**src/rtl/midi_pkg.sv**
```systemverilog
// Shared MIDI parser definitions: message type codes, parser states, length lookup.
package midi_pkg;

  localparam int unsigned BYTE_W = 8;
  localparam int unsigned DATA_W = 7;
  localparam int unsigned CHAN_W = 4;
  localparam int unsigned TYPE_W = 3;

  typedef enum logic [TYPE_W-1:0] {
    NOTE_OFF = 3'd0,
    NOTE_ON  = 3'd1,
    POLY_AT  = 3'd2,
    CC       = 3'd3,
    PROG     = 3'd4,
    CHAN_AT  = 3'd5,
    PITCH    = 3'd6
  } msg_type_t;

  typedef enum logic [1:0] {
    ST_IDLE    = 2'd0,
    ST_WAIT_D1 = 2'd1,
    ST_WAIT_D2 = 2'd2,
    ST_SKIP    = 2'd3
  } state_t;

  // Number of data bytes following a channel status nibble (8..E).
  function automatic logic [1:0] data_len(input logic [3:0] nib);
    data_len = (nib == 4'hC || nib == 4'hD) ? 2'd1 : 2'd2;
  endfunction

  // Message type code for a channel status nibble.
  function automatic msg_type_t type_of(input logic [3:0] nib);
    case (nib)
      4'h9:    type_of = NOTE_ON;
      4'hA:    type_of = POLY_AT;
      4'hB:    type_of = CC;
      4'hC:    type_of = PROG;
      4'hD:    type_of = CHAN_AT;
      4'hE:    type_of = PITCH;
      default: type_of = NOTE_OFF;
    endcase
  endfunction

endpackage

```
**src/rtl/midi_parser.sv**
```systemverilog
// MIDI byte-stream parser: running status, real-time passthrough, channel masking.
module midi_parser
  import midi_pkg::*;
#(
  parameter logic [15:0] CHAN_MASK = 16'hFFFF
) (
  input  logic                clk,
  input  logic                rst,
  input  logic                in_vld,
  input  logic [BYTE_W-1:0]   in_data,
  output logic                msg_vld,
  output logic [TYPE_W-1:0]   msg_type,
  output logic [CHAN_W-1:0]   msg_chan,
  output logic [DATA_W-1:0]   msg_d1,
  output logic [DATA_W-1:0]   msg_d2,
  output logic                rt_vld,
  output logic [BYTE_W-1:0]   rt_byte,
  output logic                orphan
);

  state_t              state_q, state_n;
  logic [BYTE_W-1:0]   status_q, status_n;
  logic [DATA_W-1:0]   d1_q, d1_n;

  logic                msg_vld_n, rt_vld_n, orphan_n;
  logic [TYPE_W-1:0]   msg_type_n;
  logic [CHAN_W-1:0]   msg_chan_n;
  logic [DATA_W-1:0]   msg_d1_n, msg_d2_n;
  logic [BYTE_W-1:0]   rt_byte_n;

  logic                emit;
  logic [DATA_W-1:0]   emit_d1, emit_d2;

  // State, running status and registered outputs.
  always_ff @(posedge clk) begin
    if (rst) begin
      state_q  <= ST_IDLE;
      status_q <= '0;
      d1_q     <= '0;
      msg_vld  <= 1'b0;
      msg_type <= '0;
      msg_chan <= '0;
      msg_d1   <= '0;
      msg_d2   <= '0;
      rt_vld   <= 1'b0;
      rt_byte  <= '0;
      orphan   <= 1'b0;
    end else begin
      state_q  <= state_n;
      status_q <= status_n;
      d1_q     <= d1_n;
      msg_vld  <= msg_vld_n;
      msg_type <= msg_type_n;
      msg_chan <= msg_chan_n;
      msg_d1   <= msg_d1_n;
      msg_d2   <= msg_d2_n;
      rt_vld   <= rt_vld_n;
      rt_byte  <= rt_byte_n;
      orphan   <= orphan_n;
    end
  end

  // Byte classification, next state and output values.
  always_comb begin
    state_n    = state_q;
    status_n   = status_q;
    d1_n       = d1_q;
    msg_vld_n  = 1'b0;
    rt_vld_n   = 1'b0;
    orphan_n   = 1'b0;
    msg_type_n = msg_type;
    msg_chan_n = msg_chan;
    msg_d1_n   = msg_d1;
    msg_d2_n   = msg_d2;
    rt_byte_n  = rt_byte;
    emit       = 1'b0;
    emit_d1    = '0;
    emit_d2    = '0;

    if (in_vld) begin
      if (in_data >= 8'hF8) begin
        // Real-time bytes interleave without disturbing the parse.
        rt_vld_n  = 1'b1;
        rt_byte_n = in_data;
      end else if (in_data[7]) begin
        d1_n = '0;
        if (in_data[7:4] == 4'hF) begin
          status_n = '0;
          state_n  = (in_data == 8'hF6 || in_data == 8'hF7) ? ST_IDLE : ST_SKIP;
        end else begin
          status_n = in_data;
          state_n  = ST_WAIT_D1;
        end
      end else begin
        case (state_q)
          ST_IDLE:    orphan_n = 1'b1;
          ST_WAIT_D1: begin
            if (data_len(status_q[7:4]) == 2'd1) begin
              emit    = 1'b1;
              emit_d1 = in_data[DATA_W-1:0];
            end else begin
              d1_n    = in_data[DATA_W-1:0];
              state_n = ST_WAIT_D2;
            end
          end
          ST_WAIT_D2: begin
            emit    = 1'b1;
            emit_d1 = d1_q;
            emit_d2 = in_data[DATA_W-1:0];
            state_n = ST_WAIT_D1;
          end
          default: ;
        endcase
      end
    end

    // Masked channels still advance the parse but produce no pulse or field update.
    if (emit && CHAN_MASK[status_q[3:0]]) begin
      msg_vld_n  = 1'b1;
      msg_chan_n = status_q[3:0];
      msg_d1_n   = emit_d1;
      msg_d2_n   = emit_d2;
      if (type_of(status_q[7:4]) == NOTE_ON && emit_d2 == '0)
        msg_type_n = NOTE_OFF;
      else
        msg_type_n = type_of(status_q[7:4]);
    end
  end

endmodule

```
**config.mk**
```make
export PLATFORM = sky130hd
export DESIGN_NAME = midi_parser
export DESIGN_NICKNAME = d
export VERILOG_FILES = /design/src/rtl/midi_pkg.sv /design/src/rtl/midi_parser.sv
export SDC_FILE = /design/constraint.sdc
export NUM_CORES = 1
export LEC_CHECK = 0
export CORE_ASPECT_RATIO = 1.2
export CORE_MARGIN = 2
export CORE_UTILIZATION = 45
export CTS_BUF_LIST = sky130_fd_sc_hd__clkbuf_16
export CTS_CLUSTER_DIAMETER = 50
export DETAILED_ROUTE_END_ITERATION = 8
export PLACE_DENSITY = 0.72
export SYNTH_ARGS = -nofsm -noshare
export SYNTH_HDL_FRONTEND = slang
export SYNTH_SLANG_ARGS = --single-unit
```
**constraint.sdc**
```tcl
create_clock -name clk -period 5 [get_ports clk]
set_input_delay 1 -clock clk [delete_from_list [all_inputs] [get_ports clk]]
set_output_delay 1 -clock clk [all_outputs]
set_load 0.05 [all_outputs]
```
# After elaboration in Yosys (flattened, before gate mapping)
# Memories as Yosys holds them, arrays and structs flattened. A register that Yosys moved wholly into a read port is not among the register bits.
# Cells that the tools add are included.
[word_totals] memories=1 inputBits=11 romBits=16 register_bits=49 out_inout_bits=32 word_cells=78
[memory_table] memory="(no name shown)" words=16 width=1 rd=1 rd_clocked_by_memory_dff=1 wr=0 line_no="midi_parser.sv:118" rtl="if (emit && CHAN_MASK[status_q[3:0]]) begin"
[classes] n_reduce_logical=14 muxes=33 eq_ne=15 n_bitwise=2 order_cmp=2
[ops] cell="$mux 7" n=11
[ops] cell="$eq 4x4->1 const B" n=7
[ops] cell="$pmux 3 s6" n=1
[ops] cell="$eq 8x8->1 const B" n=2
[ops] cell="$pmux 7 s2" n=1
[ops] cell="$mux 2" n=5
[ops] cell="$ge 8x8->1 const B" n=1
[ops] cell="$mux 1" n=8
[ops] cell="$mux 4" n=2
[ops] cell="$mux 8" n=1
[ops] cell="$reduce_and 4->1" n=2
[ops] cell="$logic_not 7->1" n=1
[ops] cell="$mux 3" n=2
[ops] cell="$lt 4x5->1 const B" n=1
[ops] cell="$eq 2x1->1 const B" n=2
[ops] cell="$pmux 2 s2" n=1
[ops] cell="$reduce_or 4->1" n=1
[ops] cell="$eq 3x1->1 const B" n=1
[ops] cell="$ne 3x3->1 const B" n=1
[ops] cell="$reduce_and 3->1" n=1
[ops] cell="$reduce_bool 3->1" n=1
[ops] cell="$eq 2x2->1 const B" n=1
[ops] cell="$logic_and 1x1->1" n=2
[ops] cell="$logic_not 2->1" n=1
[ops] cell="other kinds (7)" n=9

# Longest topological paths before layout
# Gate-level depths: netlist (run 1).
[depth] ltp_word=14 ltp_mapped=8 ltp_nobuf=6

# Worst setup path after synthesis (run 1)
# Ideal clock, no wire load.
[synth_timing] kind="input-to-reg" startpoint="input port in_data[7]" endpoint="register msg_d1[0]" path_buffers=2 t_required_ns=4.865 setup_ns=0.135 cell_stages=6 setup_slack_ns=2.926 arrival_time_ns=1.939 path_cell_list="buf_2 > nor2b_2 > o211ai_4 > buf_6 > a221oi_1 > nor3_2"
[synth_via] elab_chain_len=4 elab_cells_between_ends=8 classes_between="1 x order compare; 6 x mux; 1 x reduce/logical"
[synth_lines] element="start, declared" line_no="midi_parser.sv:10" rtl="input logic [BYTE_W-1:0] in_data,"
[synth_lines] element="$ge 8x8->1 / $mux 1 (equally long branches)" line_no="midi_parser.sv:81, midi_parser.sv:85"
[synth_lines] element="$mux 1" line_no="midi_parser.sv:81" rtl="if (in_data >= 8'hF8) begin"
[synth_lines] element="$mux 1" line_no="midi_parser.sv:80" rtl="if (in_vld) begin"
[synth_lines] element="$logic_and 1x1->1" line_no="midi_parser.sv:118"
[synth_lines] element="end signal, assigned" line_no="midi_parser.sv:55" rtl="msg_d1 <= msg_d1_n;"
[synth_lines] element="end, declared" line_no="midi_parser.sv:14" rtl="output logic [DATA_W-1:0] msg_d1,"
# Several ways; a longest one is shown, not always the timed one.
# A chain may end at the register's enable or synchronous reset.

# Worst setup path after layout (run 1)
[layout_timing] startpoint="input port in_data[7]" endpoint="register status_q[3]"
[layout_via] elab_chain_len=3 elab_cells_between_ends=5 classes_between="1 x order compare; 1 x eq/ne; 1 x mux; 1 x bitwise; 1 x reduce/logical"
[layout_lines] element="$ge 8x8->1" line_no="midi_parser.sv:81"
[layout_lines] element="$not 1->1 (no line)"
[layout_lines] element="$reduce_and 3->1 (no line)"
[layout_lines] element="end signal, assigned" line_no="midi_parser.sv:50" rtl="status_q <= status_n;"
[layout_lines] element="end, declared" line_no="midi_parser.sv:22" rtl="logic [BYTE_W-1:0] status_q, status_n;"
# Several ways; a longest one is shown, not always the timed one.

==> results of run 1 <==
-- stage by stage --
stage | hold slack (ns) | instances | power [W] | worst slack (ns)
2_1_floorplan | 0.4322 | 227 | 0.0004584 | 2.926
3_3_place_gp | 0.4384 | 308 | 0.0004828 | 1.780
3_5_place_dp | 0.4446 | 308 | 0.0004832 | 1.691
4_1_cts | 0.4556 | 316 | 0.0007922 | 1.966
5_1_grt | 0.4713 | 316 | 0.0008145 | 1.713
6_report | 0.4530 | 316 | 0.0007858 | 1.896
-- flip-flops by register name (all words and copies together) (netlist names) --
register,flops
d1_q,7
msg_chan,4
msg_d1,7
msg_d2,7
msg_type,3
msg_vld,1
orphan,1
rt_byte,8
rt_vld,1
state_q,2
status_q,8
-- worst min path at each step --
stage,start,endpoint,slack (ns),depth (start not counted)
after floorplan,status_q[0]$_SDFFE_PP0P_,status_q[0]$_SDFFE_PP0P_,0.43,2
final,msg_d2[5]$_SDFFE_PP0P_,msg_d2[5]$_SDFFE_PP0P_,0.45,2
after global routing,status_q[1]$_SDFFE_PP0P_,status_q[1]$_SDFFE_PP0P_,0.47,2
after global placement,msg_d2[3]$_SDFFE_PP0P_,msg_d2[3]$_SDFFE_PP0P_,0.44,2
after CTS,msg_d2[5]$_SDFFE_PP0P_,msg_d2[5]$_SDFFE_PP0P_,0.46,2
after detailed placement,msg_d2[0]$_SDFFE_PP0P_,msg_d2[0]$_SDFFE_PP0P_,0.44,2
-- cell usage after synthesis, types with 5 or more instances --
master / number
o21ai_0: 5
dfxtp_1: 49
a21oi_1: 24
nor2_1: 25
buf_2: 5
clkbuf_1: 7
nand2_1: 28
a221oi_1: 7
nand4_1: 11
a22o_1: 5
nand3_1: 8
nor3_2: 5
-- per-layer routing --
layer / share of wire, % / vias up
li1: - / 873
met1: 45 / 808
met2: 47 / 58
met3: 7.0 / 4
met4: 1.3 / 0
met5: 0 / -
-- area by class of cell --
class | instances | area, sq um
Clock buffer | 5 | 125.1
Clock inverter | 3 | 11.26
Fill cell | 386 | 1753
Inverter | 4 | 15.01
Multi-Input combinational cell | 156 | 943.4
Sequential cell | 49 | 980.9
Tap cell | 56 | 70.07
Timing Repair Buffer | 43 | 427.9
-- layout by cell type, fill, tap and decap left out, types with 2 or more instances in the layout --
cell,Yosys,layout
a211oi_1,2,2
a221oi_1,7,7
and3_1,3,3
nand4_1,11,11
dfxtp_1,49,49
a21oi_1,24,24
nor2_1,25,25
a22o_1,5,5
and2_1,2,2
nand2_1,28,28
clkbuf_16,0,5
nor3_1,4,4
ha_1,3,3
mux2i_1,3,3
nor3_2,5,5
clkdlybuf4s50_1,0,42
o21ai_0,5,5
a21oi_2,4,4
and4_1,2,2
nand4b_1,3,3
inv_1,4,7
nand3_1,8,8
-- worst max-delay path, stage by stage --
cell and delay (ns):
clkdlybuf4s50_1 0.86, nand4_1 0.51, o211ai_1 0.68, nand2_1 0.12, a21oi_1 0.15
-- report_power, final --
group / switching, W / leakage [nW] / total, W / internal [W]
Combinational: 0.0000453 / 0.423 / 0.0000707 / 0.0000254
Sequential: 0.00000611 / 0.396 / 0.000404 / 0.000398
Clock: 0.000131 / 0.0776 / 0.000311 / 0.000180
-- cell families (layout without fill, tap and decap cells) --
| kind of cell | count (synthesis) | in the layout |
|---|---|---|
| AO/OA/AOI/OAI | 53 | 53 |
| adder cells (fa/ha/maj) | 3 | 3 |
| multiplexers | 4 | 4 |
| flip-flops | 49 | 49 |
| buffers and inverters | 22 | 55 |
| AND/OR/NAND/NOR | 96 | 96 |
==> metrics, run 1 <==
run status complete, no violations; dpl cell area 2437 sq um; Starting Density between 40% and 50%; P&R area growth vs syn 25.50%; Yosys top cell by area dfxtp_1; CP Max Fanout 19; post-synthesis xor/xnor area fraction 0%; Setup TNS 0 ns; mean area per synthesized cell 9.034 sq um; met3 Use GR 4.058%; Root Buffer Master clkbuf_16; worst setup path end status_q[3]$_SDFFE_PP0P_; Slew @ Worst Pin around 0.66 ns; Reg2Reg Setup Slack slightly below 3 ns; die footprint 5115 sq um; Post-synth EDFFs 0; synthesized instance count between 200 and 250; final WL 4556 microns; Worst setup EP type flip-flop; Worst EP required between 5 and 6 ns; post-synthesis mux area share 2.013%; number of cell rows 26; Crit Reg-Reg Endpoint msg_chan[1]$_SDFFE_PP0P_; First DRT Iteration DRCs 86; Ports 43; fin area roughly 2600 sq um; final hold viol count 0; Post-Syn Nets about 240; minimum clock period just over 3 ns; Inserted Clock Buffers 5; yosys warns 0; vias per cell 5.516; vias in the first global route between 1500 and 2000; clk_lat worst skew 0.28 ns; largest net degree at the start of global routing 33; all-layer global routing usage a little under a fifth; Ant. Diodes 0; Layout Utilization just under 60%; clock skew roughly 0.0018 ns; DR WL/cell 14.42 microns; CTS tree yes; Final #Nets ~270; Synth Area in Simple Gates a little under a quarter; final setup fails 0; top cell type's share of synthesized area between 40% and 50%; Die Span Y 77.95 microns; via count around 1700; Core Box Area roughly 4300 sq um; PortBufs 42; Max Slew Vio Count 0; FF+latch count, synth roughly 50; f_max ~0.32 GHz; cells on worst reg2reg path 6; Hold WC Path Type flip-flop to flip-flop; gpl congestion about 0.9; RSZ-0062 raised after global routing no; hold-fix buffer count after cts 0; CTS-repair resized insts 0; Adder-Cell Fraction of Synth Area 1.830%; crit path DAT around 3.3 ns; VDD IR max 0.0002007 V; Compound-Gate Fraction of Synth Area 18.18%; largest cells by area after synthesis dfxtp_1 (48%), a21oi_1 (5.9%), nand2_1 (5.1%), nor2_1 (4.6%), nand4_1 (3.4%); met1 usage about a quarter; synth unique cells 36; setup bufs post-CTS 0; Pwr per Cell Area between 300 and 400 nW/um^2; Tcrit/Tclk final between 60 and 70%; largest family of logic cells by synthesized area simple AND/OR/NAND/NOR gates; clock buffer depth 2; Crit Path Class input port to flip-flop; MaxCap Viol Count 0; drt pass-1 iters 5; DP Wirelength between 2000 and 3000 microns; clock slew at reported path FFs roughly 0.060 ns; Static Leakage roughly 0.9 nW; global-route wire length before repair 7583 microns; asr flop ratio synth 0%; initial antenna violation count 0; share of cells above drive strength 1 about 8.1%; crit path launch in_data[7]; Antenna Nets Post-Route 0; H-tree level count 2; CP Launch Type input port; Slew headroom between 50% and 60%; CTS sink count 49; Syn Std Cell Area 2051 sq um; DRC Markers 0; RR Startpoint state_q[1]$_SDFFE_PP0P_; total grt overflow 0; Seq/Total Area, Yosys a little under half; GRT busiest layer met2; Die W 65.63 microns; dominant synthesized flop cell dfxtp_1; met2 usage a little under 30%
(Power assumes the default switching activity.)
==> run 2: changes to the inputs <==
--- a/config.mk
+++ b/config.mk
@@ -11,7 +11,7 @@
 export CTS_BUF_LIST = sky130_fd_sc_hd__clkbuf_16
 export CTS_CLUSTER_DIAMETER = 50
 export DETAILED_ROUTE_END_ITERATION = 8
-export PLACE_DENSITY = 0.72
+export PLACE_DENSITY = 0.75
 export SYNTH_ARGS = -nofsm -noshare
 export SYNTH_HDL_FRONTEND = slang
 export SYNTH_SLANG_ARGS = --single-unit
==> constraint.sdc (replaced) <==
create_clock -name clk -period 2.75 [get_ports clk]
set_input_delay 0.55 -clock clk [delete_from_list [all_inputs] [get_ports clk]]
set_output_delay 0.55 -clock clk [all_outputs]
set_load 0.05 [all_outputs]
==> run 2 against run 1 <==
Against the previous run: first-iteration DRC count rose by 30%; clock power rose by 110%; count of clock-buffer cells in the layout did not move; largest power group unchanged; sequential share of layout area fell by 1.0 points; flip-flop and latch count did not move; global-route usage rose by 1.2 points; largest cell class unchanged.
==> metrics, run 2 (synthesis results as in run 1) <==
run status complete, no violations (unchanged); Worst setup EP type flip-flop (unchanged); CP max stage delay 0.63 ns (was 0.86 ns); Starting Density 47.40% (unchanged); Setup TNS 0 ns (unchanged); global-route wire length before repair 8148 microns (was 7583 microns); total grt overflow 0 (unchanged); Tcrit/Tclk final ~75%; CP top delay family buffers and inverters (unchanged); most frequent cells in the layout dfxtp_1 (49), clkdlybuf4s50_1 (42), nand2_1 (28) (unchanged); Static Leakage 0.9304 nW (was 0.8968 nW); placed cell count 314 (was 308); final WL 4734 microns (was 4556 microns); DRC Markers 0 (unchanged); CP max-delay cell clkdlybuf4s50_1 (unchanged); Power Total 0.001534 W (was 0.0007858 W); CP Launch Type input port (unchanged); final setup fails 0 (unchanged); Pwr per Cell Area 580.1 nW/um^2 (was 305.3 nW/um^2); Die W 65.63 microns (unchanged); biggest regs rt_byte (8), status_q (8) (unchanged); initial antenna violation count 0 (unchanged); gpl congestion 0.8511 (was 0.8786); H-tree level count 2 (unchanged); DR WL/cell 14.70 microns (was 14.42 microns); Inserted Clock Buffers 5 (unchanged); final hold viol count 0 (unchanged); Worst EP required 2.91 ns (was 5.21 ns); Post-Layout Cell Count 322 (was 316); FF+latch area 980.9 sq um (unchanged); Antenna Nets Post-Route 0 (unchanged); largest net degree at the start of global routing 26 (was 33); Fill cells 396 (was 386); RR Startpoint state_q[1]$_SDFFE_PP0P_ (unchanged); Ant. Diodes 0 (unchanged); HP Start status_q[2]$_SDFFE_PP0P_ (was msg_d2[5]$_SDFFE_PP0P_); f_max 0.4820 GHz; DP Wirelength 3144 microns (was 2970 microns); RSZ-0062 raised after global routing no (unchanged); CTS sink count 49 (unchanged); drt pass-1 iters 4 (was 5); P&R area growth vs syn 28.98% (was 25.50%); Crit Reg-Reg Endpoint msg_chan[2]$_SDFFE_PP0P_ (was msg_chan[1]$_SDFFE_PP0P_); most common cell after layout, fill and taps aside dfxtp_1 (unchanged); Slew @ Worst Pin 0.6059 ns (was 0.6562 ns); via count 1795 (was 1743); vias in the first global route 1725 (was 1622); share of cells above drive strength 1 10.53% (was 8.077%); Hold Crit Depth 2 (unchanged); Hold WC Path Type flip-flop to flip-flop (unchanged); MaxCap Viol Count 0 (unchanged); CP Buf/Inv Count 1 (unchanged); Crit Path Class input port to flip-flop (unchanged); clk_lat worst skew 0.28 ns (about the same); Max Slew Vio Count 0 (unchanged); dpl cell area 2482 sq um (was 2437 sq um); hold-fix buffer count after cts 0 (unchanged); VDD IR max 0.0005368 V (was 0.0002007 V); clock skew 0.005621 ns (was 0.001805 ns); PortBufs 42 (unchanged); clock buffer depth 2 (unchanged); multi-input logic area 943.4 sq um (unchanged); Slew headroom 59.41% (was 56.04%); Reg2Reg Setup Slack 0.73 ns (was 2.96 ns); crit path DAT 2.23 ns (was 3.32 ns); die footprint 5115 sq um (unchanged); number of cell rows 26 (unchanged); Hold EP status_q[2]$_SDFFE_PP0P_ (was msg_d2[5]$_SDFFE_PP0P_); First DRT Iteration DRCs 112 (was 86); minimum clock period 2.075 ns; Final #Nets 279 (was 273); crit path cell chain clkdlybuf4s50_1, nor2b_2, o211ai_4, a221oi_1, nor3_2 (was clkdlybuf4s50_1, nand4_1, o211ai_1, nand2_1, a21oi_1); clock slew at reported path FFs 0.06 ns (about the same); CTS tree yes (unchanged); Die Span Y 77.95 microns (unchanged); Root Buffer Master clkbuf_16 (unchanged); Core Box Area 4327 sq um (unchanged); Layout Utilization 61.13% (was 59.49%); Ports 43 (unchanged); CP Max Fanout 22 (was 19); fin area 2645 sq um (was 2574 sq um); CTS-repair resized insts 0 (unchanged); all-layer global routing usage 20.11% (was 18.93%); vias per cell 5.575 (was 5.516); setup bufs post-CTS 0 (unchanged); cells on worst reg2reg path 6 (unchanged)
run 2: worst min-delay path, stage by stage, from the launching register on:
cell     delay, ns
dfxtp_1       0.31
nand2_1       0.05
a21oi_1       0.05
run 2: how the worst max path moves through the flow:
stage / from / to / slack [ns] / depth (start not counted)
5_1_grt: in_data[7] / state_q[0]$_SDFFE_PP0P_ / 0.52 / 5
3_3_place_gp: in_data[7] / state_q[0]$_SDFFE_PP0P_ / 0.45 / 5
3_5_place_dp: in_data[7] / msg_d1[2]$_SDFFE_PP0P_ / 0.39 / 5
4_1_cts: in_data[7] / msg_d1[5]$_SDFFE_PP0P_ / 0.67 / 5
2_1_floorplan: in_data[7] / msg_d1[0]$_SDFFE_PP0P_ / 1.13 / 6
6_report: in_data[7] / msg_d1[5]$_SDFFE_PP0P_ / 0.68 / 5
run 2: layer usage:
layer  global-route usage [%]  wire length [microns]  up-vias
met2                    33.54                   2273       71
met3                    3.913                    295        4
met4                    5.833                     57        0
li1                         -                      -      884
met5                        0                      0        -
met1                    26.05                   2108      836
run 2: stage by stage:
step / worst slack (ns) / hold WS [ns]
after floorplan: 1.126 / 0.4322
after global placement: 0.4504 / 0.4413
after detailed placement: 0.3907 / 0.4451
after CTS: 0.6726 / 0.4535
after global routing: 0.5187 / 0.4723
final: 0.6753 / 0.4509
run 2: power breakdown:
group | switching (W) | leakage, nW | internal (W)
clock | 0.000241 | 0.0826 | 0.000422
sequential | 0.0000108 | 0.396 | 0.000724
combinational | 0.0000857 | 0.451 | 0.0000508
total | 0.000337 | 0.930 | 0.00120
run 2: final cells by class:
cell class | instances | share of cell area [%]
clock buffer | 5 | 4.730
clock inverter | 3 | 1.419
inverter | 4 | 0.5676
multi-input combinational | 156 | 35.67
sequential | 49 | 37.09
tap | 56 | 2.649
timing repair buffer | 49 | 17.88
